**config.mk**
```make
export PLATFORM = sky130hd
export DESIGN_NAME = scheduler_task_type_lookup
export DESIGN_NICKNAME = d
export VERILOG_FILES = /design/src/rtl/scheduler_task_type_lookup_pkg.sv /design/src/rtl/scheduler_rr_table.sv /design/src/rtl/scheduler_task_type_lookup.sv
export SDC_FILE = /design/constraint.sdc
export NUM_CORES = 1
export LEC_CHECK = 0
export CAP_MARGIN = 25
export CORE_MARGIN = 1
export CORE_UTILIZATION = 55
export DETAILED_ROUTE_END_ITERATION = 7
export PLACE_DENSITY = 0.8
export SYNTH_ARGS = -nofsm -noshare
export SYNTH_HDL_FRONTEND = slang
export SYNTH_SLANG_ARGS = --single-unit
export TNS_END_PERCENT = 5
```
**constraint.sdc**
```tcl
create_clock -name clk -period 4.25 [get_ports clk]
set_input_delay 0.85 -clock clk [delete_from_list [all_inputs] [get_ports clk]]
set_output_delay 0.85 -clock clk [all_outputs]
set_load 0.02 [all_outputs]
```
**src/rtl/scheduler_task_type_lookup_pkg.sv**
```systemverilog
// Shared scheduling-data layout and lookup FSM encoding.
// Used by the bitinfo writer and the task-type lookup reader.
package OmpSsManager;

  localparam int SCHED_DATA_W           = 50;
  localparam int SCHED_DATA_ACCID_L     = 0;
  localparam int SCHED_DATA_COUNT_L     = 8;
  localparam int SCHED_DATA_TASK_TYPE_L = 16;
  localparam int SCHED_DATA_TASK_TYPE_H = 49;
  localparam int TASK_TYPE_W =
    SCHED_DATA_TASK_TYPE_H - SCHED_DATA_TASK_TYPE_L + 1;

  typedef enum logic [1:0] {
    LK_IDLE,
    LK_ISSUE,
    LK_COMPARE,
    LK_RESPOND
  } sched_lookup_state_t;

endpackage

```
**src/rtl/scheduler_rr_table.sv**
```systemverilog
// Per-entry round-robin offsets for the task-type lookup.
// Combinational read port, wrapping increment write port.
module scheduler_rr_table #(
  parameter int N = 16,
  parameter int W = 4
) (
  input  logic         clk,
  input  logic         rstn,
  input  logic [W-1:0] rd_idx,
  output logic [W-1:0] rd_val,
  input  logic         wr_en,
  input  logic [W-1:0] wr_idx,
  input  logic [W-1:0] wr_count
);

  logic [W-1:0] rr [N];

  assign rd_val = rr[rd_idx];

  // Advance the selected offset, wrapping back to 0 after count.
  always_ff @(posedge clk or negedge rstn) begin
    if (!rstn) begin
      for (int i = 0; i < N; i++) rr[i] <= '0;
    end else if (wr_en) begin
      if (rr[wr_idx] == wr_count) rr[wr_idx] <= '0;
      else rr[wr_idx] <= rr[wr_idx] + 1'b1;
    end
  end

endmodule

```
**src/rtl/scheduler_task_type_lookup.sv**
```systemverilog
// Task type -> accelerator id lookup over the scheduling memory.
// Optional last-hit cache: define SCHED_LOOKUP_LAST_HIT_EN.
module scheduler_task_type_lookup
  import OmpSsManager::*;
#(
  parameter int MAX_ACCS = 16,
  localparam int ACC_BITS = $clog2(MAX_ACCS)
) (
  input  logic                    clk,
  input  logic                    rstn,
  input  logic                    sched_data_valid,
  input  logic [ACC_BITS:0]       num_entries,
  input  logic                    req_valid,
  output logic                    req_ready,
  input  logic [TASK_TYPE_W-1:0]  req_task_type,
  output logic                    rsp_valid,
  input  logic                    rsp_ready,
  output logic                    rsp_found,
  output logic [ACC_BITS-1:0]     rsp_accid,
  output logic [ACC_BITS-1:0]     scheduleData_portB_addr,
  output logic                    scheduleData_portB_en,
  input  logic [SCHED_DATA_W-1:0] scheduleData_portB_dout
);

  sched_lookup_state_t state;

  logic [TASK_TYPE_W-1:0] typ_q;
  logic [ACC_BITS:0]      n_q;
  logic [ACC_BITS-1:0]    idx;
  logic [ACC_BITS-1:0]    cnt_q;

  logic [TASK_TYPE_W-1:0] d_type;
  logic [ACC_BITS-1:0]    d_base;
  logic [ACC_BITS-1:0]    d_cnt;
  logic                   match;
  logic                   last;

  logic [ACC_BITS-1:0]    rr_idx;
  logic [ACC_BITS-1:0]    rr_val;
  logic                   rr_we;

  logic                   c_hit;
  logic [ACC_BITS-1:0]    c_idx;
  logic [ACC_BITS-1:0]    c_base;
  logic [ACC_BITS-1:0]    c_cnt;

  logic                   unused_dout;

  assign d_type = scheduleData_portB_dout[
    SCHED_DATA_TASK_TYPE_H:SCHED_DATA_TASK_TYPE_L];
  assign d_base = scheduleData_portB_dout[SCHED_DATA_ACCID_L +: ACC_BITS];
  assign d_cnt  = scheduleData_portB_dout[SCHED_DATA_COUNT_L +: ACC_BITS];
  assign unused_dout = ^scheduleData_portB_dout;

  assign match = (d_type == typ_q);
  assign last  = ({1'b0, idx} == n_q - 1'b1);

  assign req_ready = (state == LK_IDLE) && sched_data_valid;

  assign rr_idx = (state == LK_IDLE) ? c_idx : idx;
  assign rr_we  = (state == LK_RESPOND) && rsp_ready && rsp_found;

  scheduler_rr_table #(
    .N (MAX_ACCS),
    .W (ACC_BITS)
  ) u_rr (
    .clk      (clk),
    .rstn     (rstn),
    .rd_idx   (rr_idx),
    .rd_val   (rr_val),
    .wr_en    (rr_we),
    .wr_idx   (idx),
    .wr_count (cnt_q)
  );

`ifdef SCHED_LOOKUP_LAST_HIT_EN
  logic                   c_vld;
  logic [TASK_TYPE_W-1:0] c_type;

  assign c_hit = c_vld && (c_type == req_task_type);

  // Remember the last scanned hit; drop it while memory is unstable.
  always_ff @(posedge clk or negedge rstn) begin
    if (!rstn) begin
      c_vld  <= 1'b0;
      c_type <= '0;
      c_idx  <= '0;
      c_base <= '0;
      c_cnt  <= '0;
    end else if (!sched_data_valid) begin
      c_vld <= 1'b0;
    end else if (state == LK_COMPARE && match) begin
      c_vld  <= 1'b1;
      c_type <= typ_q;
      c_idx  <= idx;
      c_base <= d_base;
      c_cnt  <= d_cnt;
    end
  end
`else
  assign c_hit  = 1'b0;
  assign c_idx  = '0;
  assign c_base = '0;
  assign c_cnt  = '0;
`endif

  // Lookup FSM: accept, scan entries two cycles each, respond.
  always_ff @(posedge clk or negedge rstn) begin
    if (!rstn) begin
      state                   <= LK_IDLE;
      typ_q                   <= '0;
      n_q                     <= '0;
      idx                     <= '0;
      cnt_q                   <= '0;
      rsp_valid               <= 1'b0;
      rsp_found               <= 1'b0;
      rsp_accid               <= '0;
      scheduleData_portB_en   <= 1'b0;
      scheduleData_portB_addr <= '0;
    end else begin
      unique case (state)
        LK_IDLE: begin
          if (req_valid && sched_data_valid) begin
            typ_q <= req_task_type;
            n_q   <= num_entries;
            idx   <= '0;
            if (c_hit) begin
              idx       <= c_idx;
              cnt_q     <= c_cnt;
              rsp_found <= 1'b1;
              rsp_accid <= c_base + rr_val;
              rsp_valid <= 1'b1;
              state     <= LK_RESPOND;
            end else if (num_entries == '0) begin
              rsp_found <= 1'b0;
              rsp_accid <= '0;
              rsp_valid <= 1'b1;
              state     <= LK_RESPOND;
            end else begin
              scheduleData_portB_en   <= 1'b1;
              scheduleData_portB_addr <= '0;
              state                   <= LK_ISSUE;
            end
          end
        end
        LK_ISSUE: begin
          scheduleData_portB_en <= 1'b0;
          state                 <= LK_COMPARE;
        end
        LK_COMPARE: begin
          if (match) begin
            cnt_q     <= d_cnt;
            rsp_found <= 1'b1;
            rsp_accid <= d_base + rr_val;
            rsp_valid <= 1'b1;
            state     <= LK_RESPOND;
          end else if (last) begin
            rsp_found <= 1'b0;
            rsp_accid <= '0;
            rsp_valid <= 1'b1;
            state     <= LK_RESPOND;
          end else begin
            idx                     <= idx + 1'b1;
            scheduleData_portB_addr <= idx + 1'b1;
            scheduleData_portB_en   <= 1'b1;
            state                   <= LK_ISSUE;
          end
        end
        LK_RESPOND: begin
          if (rsp_ready) begin
            rsp_valid <= 1'b0;
            state     <= LK_IDLE;
          end
        end
        default: state <= LK_IDLE;
      endcase
    end
  end

endmodule

```
==> metrics.txt, run 1 <==
# TYPE chip_impl_metric gauge
chip_impl_metric{name="core.rowCount",unit=""} 40
chip_impl_metric{name="die_w",unit="um"} 113
chip_impl_metric{name="critical_path_arrival",unit="ns"} 3.98
chip_impl_metric{name="wl_per_instance",unit="um"} 18.9
chip_impl_metric{name="dr_vias_cell",unit=""} 6.00
chip_impl_metric{name="dpl_worst_slack",unit="ns"} 0.620
chip_impl_info{name="hold_class",value="in -> async"} 1
chip_impl_metric{name="tritoncts_num_sinks",unit=""} 124
chip_impl_metric{name="dr.pass1.iters",unit=""} 7
chip_impl_metric{name="largest_fanout_on_the_critical_path",unit=""} 16
chip_impl_metric{name="hold_buf_count_cts",unit=""} 0
chip_impl_metric{name="io_pins",unit=""} 106
chip_impl_metric{name="worst_clock_skew",unit="ns"} 0.00666
chip_impl_metric{name="grt_start_max_net_pins",unit=""} 55
chip_impl_metric{name="cts_buffer_depth",unit=""} 2
chip_impl_metric{name="synth_cells",unit=""} 636
chip_impl_metric{name="setup_slack",unit="ns"} 0.549
chip_impl_info{name="regToRegEndpoint",value="u_rr.rr[28]"} 1
chip_impl_info{name="crit_type",value="reg -> reg"} 1
chip_impl_metric{name="vias",unit=""} 5506
chip_impl_metric{name="stdcell_count",unit=""} 918
chip_impl_metric{name="fin_nets",unit=""} 847
chip_impl_info{name="status",value="finished, final reports clean"} 1
chip_impl_metric{name="routabilityCongestion",unit=""} 0.935
chip_impl_info{name="synth_top_area_cell",value="dfrtp_1"} 1
chip_impl_metric{name="synth.lib_cells_used.distinct",unit=""} 53
chip_impl_metric{name="finalSetupTns",unit="ns"} 0
chip_impl_info{name="mostFrequentLayoutCell",value="dfrtp_1"} 1
chip_impl_metric{name="slew-limit-headroom",unit=""} 0.466
chip_impl_metric{name="synth_warnings",unit=""} 0
chip_impl_metric{name="ctsHtreeMaxLevel",unit=""} 4
chip_impl_metric{name="max_cap_violations",unit=""} 0
chip_impl_metric{name="violation_count_after_the_first_detailed_routing_iteration",unit=""} 681
chip_impl_metric{name="power-per-cell-area",unit="mW/mm^2"} 350
chip_impl_metric{name="fmaxAchievable",unit="MHz"} 270
chip_impl_metric{name="synth_sequential_area_ratio",unit=""} 0.455
chip_impl_metric{name="worstSkewPairLatency",unit="ns"} 0.43
chip_impl_metric{name="timing.final.hold_violations",unit=""} 0
chip_impl_metric{name="cts.clk_slew.worst_paths",unit="ns"} 0.05
chip_impl_info{name="post_synth_main_area_contributors",value="dfrtp_1, mux2_2, mux4_2"} 1
chip_impl_metric{name="core_region_area",unit="sq mm"} 0.0121
chip_impl_metric{name="die_h",unit="um"} 113
chip_impl_metric{name="syn_area",unit="sq mm"} 0.00682
chip_impl_info{name="layout_common_cells",value="dfrtp_1, nand2_1, clkdlybuf4s50_1, mux2_2, o21ai_1"} 1
chip_impl_metric{name="finalPower",unit="W"} 0.00300
chip_impl_metric{name="sum_of_overflow_across_all_layers_after_global_routing",unit=""} 0
chip_impl_metric{name="flow.area_growth_from_synthesis",unit="%"} 25.6
chip_impl_info{name="synth_ff_type",value="dfrtp_1"} 1
chip_impl_metric{name="setup_viol_count_final",unit=""} 0
chip_impl_info{name="cts_tree",value="built"} 1
chip_impl_metric{name="post_synth_net_total",unit=""} 745
chip_impl_metric{name="critical_path_required",unit="ns"} 4.53
chip_impl_metric{name="buffers_on_ports",unit=""} 97
chip_impl_metric{name="synth_enable_flop_cells",unit=""} 0
chip_impl_metric{name="grt_antenna_before_repair",unit=""} 0
chip_impl_metric{name="share_of_flip_flops_with_an_asynchronous_set_or_reset",unit=""} 1.00
chip_impl_metric{name="syn_avg_cell_area",unit="sq um"} 10.7
chip_impl_metric{name="finalWorstPathRequiredPeriod",unit="ns"} 3.70
chip_impl_metric{name="cts_made_buffers",unit=""} 17
chip_impl_metric{name="place_inst",unit=""} 887
chip_impl_metric{name="postCtsSetupRepairBufs",unit=""} 0
chip_impl_info{name="regToRegStartpoint",value="idx[2]"} 1
chip_impl_metric{name="ctsResizeCount",unit=""} 0
chip_impl_metric{name="total_track_usage",unit=""} 0.293
chip_impl_metric{name="finalMaxSlewViolations",unit=""} 0
chip_impl_info{name="endpoint_kind",value="flop"} 1
chip_impl_metric{name="timing.reg2reg.setup_slack",unit="ns"} 0.55
chip_impl_metric{name="antenna_cells",unit=""} 0
chip_impl_metric{name="via_count_of_the_first_global_routing_pass",unit=""} 5495
chip_impl_metric{name="drive_above_1_share",unit=""} 0.171
chip_impl_metric{name="timing.reg2reg.worst_path_depth",unit=""} 9
chip_impl_metric{name="grt_first_pass_wirelength",unit="um"} 28400
chip_impl_metric{name="drt-total-wl",unit="um"} 17300
chip_impl_metric{name="post-synth-top-area-fraction",unit=""} 0.455
chip_impl_metric{name="final_core_util",unit=""} 0.710
chip_impl_metric{name="finalCritPeriodShare",unit=""} 0.871
chip_impl_metric{name="power_leakage",unit="nW"} 3.94
chip_impl_metric{name="worst-slew-pin-transition",unit="ns"} 0.798
chip_impl_metric{name="vdd_drop_max",unit="mV"} 0.289
chip_impl_info{name="rsz0062_at_grt",value="false"} 1
chip_impl_info{name="clock_tree.root_cell",value="clkbuf_16"} 1
chip_impl_metric{name="die_area",unit="sq mm"} 0.0128
chip_impl_metric{name="detail-route-antenna-nets",unit=""} 0
chip_impl_metric{name="yosys_register_bits",unit=""} 124
chip_impl_info{name="worstSetupStartpointType",value="flop"} 1
chip_impl_metric{name="detail_route.drc_violations",unit=""} 0
chip_impl_metric{name="initial_core_util",unit=""} 0.565
chip_impl_metric{name="dp_hpwl",unit="um"} 12500
==> critical path, stage by stage, from the launching register on <==
cell	delay, ns
dfrtp_1	0.81
buf_4	0.32
buf_4	0.22
mux4_2	0.52
a22oi_1	0.20
nand2_1	0.19
xor2_1	0.21
nor4b_4	0.35
or2_1	0.54
o21ai_1	0.18
==> layout make-up <==
type / instances / area [sq um]
Sequential cell: 124 / 3100
Fill cell: 861 / 3500
Clock inverter: 8 / 115
Inverter: 13 / 48.8
Tap cell: 168 / 210
Clock buffer: 23 / 478
Timing Repair Buffer: 112 / 1080
Multi-Input combinational cell: 470 / 3530
==> synthesized netlist by cell type, types with 11 or more instances <==
| library cell | n |
|---|---|
| inv_1 | 12 |
| o21ai_0 | 19 |
| clkbuf_1 | 16 |
| mux2_2 | 54 |
| mux2i_1 | 17 |
| nand3_1 | 13 |
| o31ai_1 | 18 |
| nand2_1 | 107 |
| mux4_2 | 22 |
| o21ai_1 | 48 |
| nor2_1 | 17 |
| dfrtp_1 | 124 |
| xnor2_1 | 11 |
| xor2_1 | 35 |
| a21oi_1 | 13 |
| ha_1 | 14 |
==> stage by stage <==
step,hold WS (ns),instance area [sq um]
3_3_place_gp,0.455,7970
4_1_cts,0.476,8560
2_1_floorplan,0.441,6820
3_5_place_dp,0.465,7970
6_report,0.471,8560
5_1_grt,0.498,8560
==> cell families after synthesis <==
group,Yosys count,synth area share
simple gates,187,0.126
mux,94,0.189
buf+inv,42,0.0274
compound gates,128,0.115
flops,124,0.455
fa+ha+maj,15,0.0286
xor+xnor,46,0.0591
==> metal layers <==
metal / GRT usage / routed length [um]
met1: 0.369 / 6980
met2: 0.481 / 8600
met3: 0.0745 / 1150
met4: 0.126 / 594
met5: 0 / 0
==> state kept, by name, summed over array words and instances (netlist names) <==
register	cells
u_rr.rr	64
typ_q	34
n_q	5
cnt_q	4
idx	4
rsp_accid	4
scheduleData_portB_addr	4
state	2
rsp_found	1
rsp_valid	1
scheduleData_portB_en	1
==> worst max path at each step <==
stage	end	start
after floorplan	rsp_accid[3]	idx[3]
after global placement	u_rr.rr[28]	idx[2]
after detailed placement	u_rr.rr[28]	idx[2]
after CTS	u_rr.rr[28]	idx[2]
after global routing	u_rr.rr[28]	idx[2]
final	u_rr.rr[28]	idx[2]
==> report_power, final <==
part           total (W)  internal (W)  switching, W
Clock            0.00145      0.000958      0.000488
Sequential       0.00127       0.00123     0.0000372
Combinational   0.000280      0.000164      0.000116
No activity file was read; power rests on OpenSTA's default activity.
==> run 2, diff against run 1 <==
SLEW_MARGIN = 30   (was default)
==> results of run 2 <==
The final DEF is identical to that of run 1; final timing and power are the same.
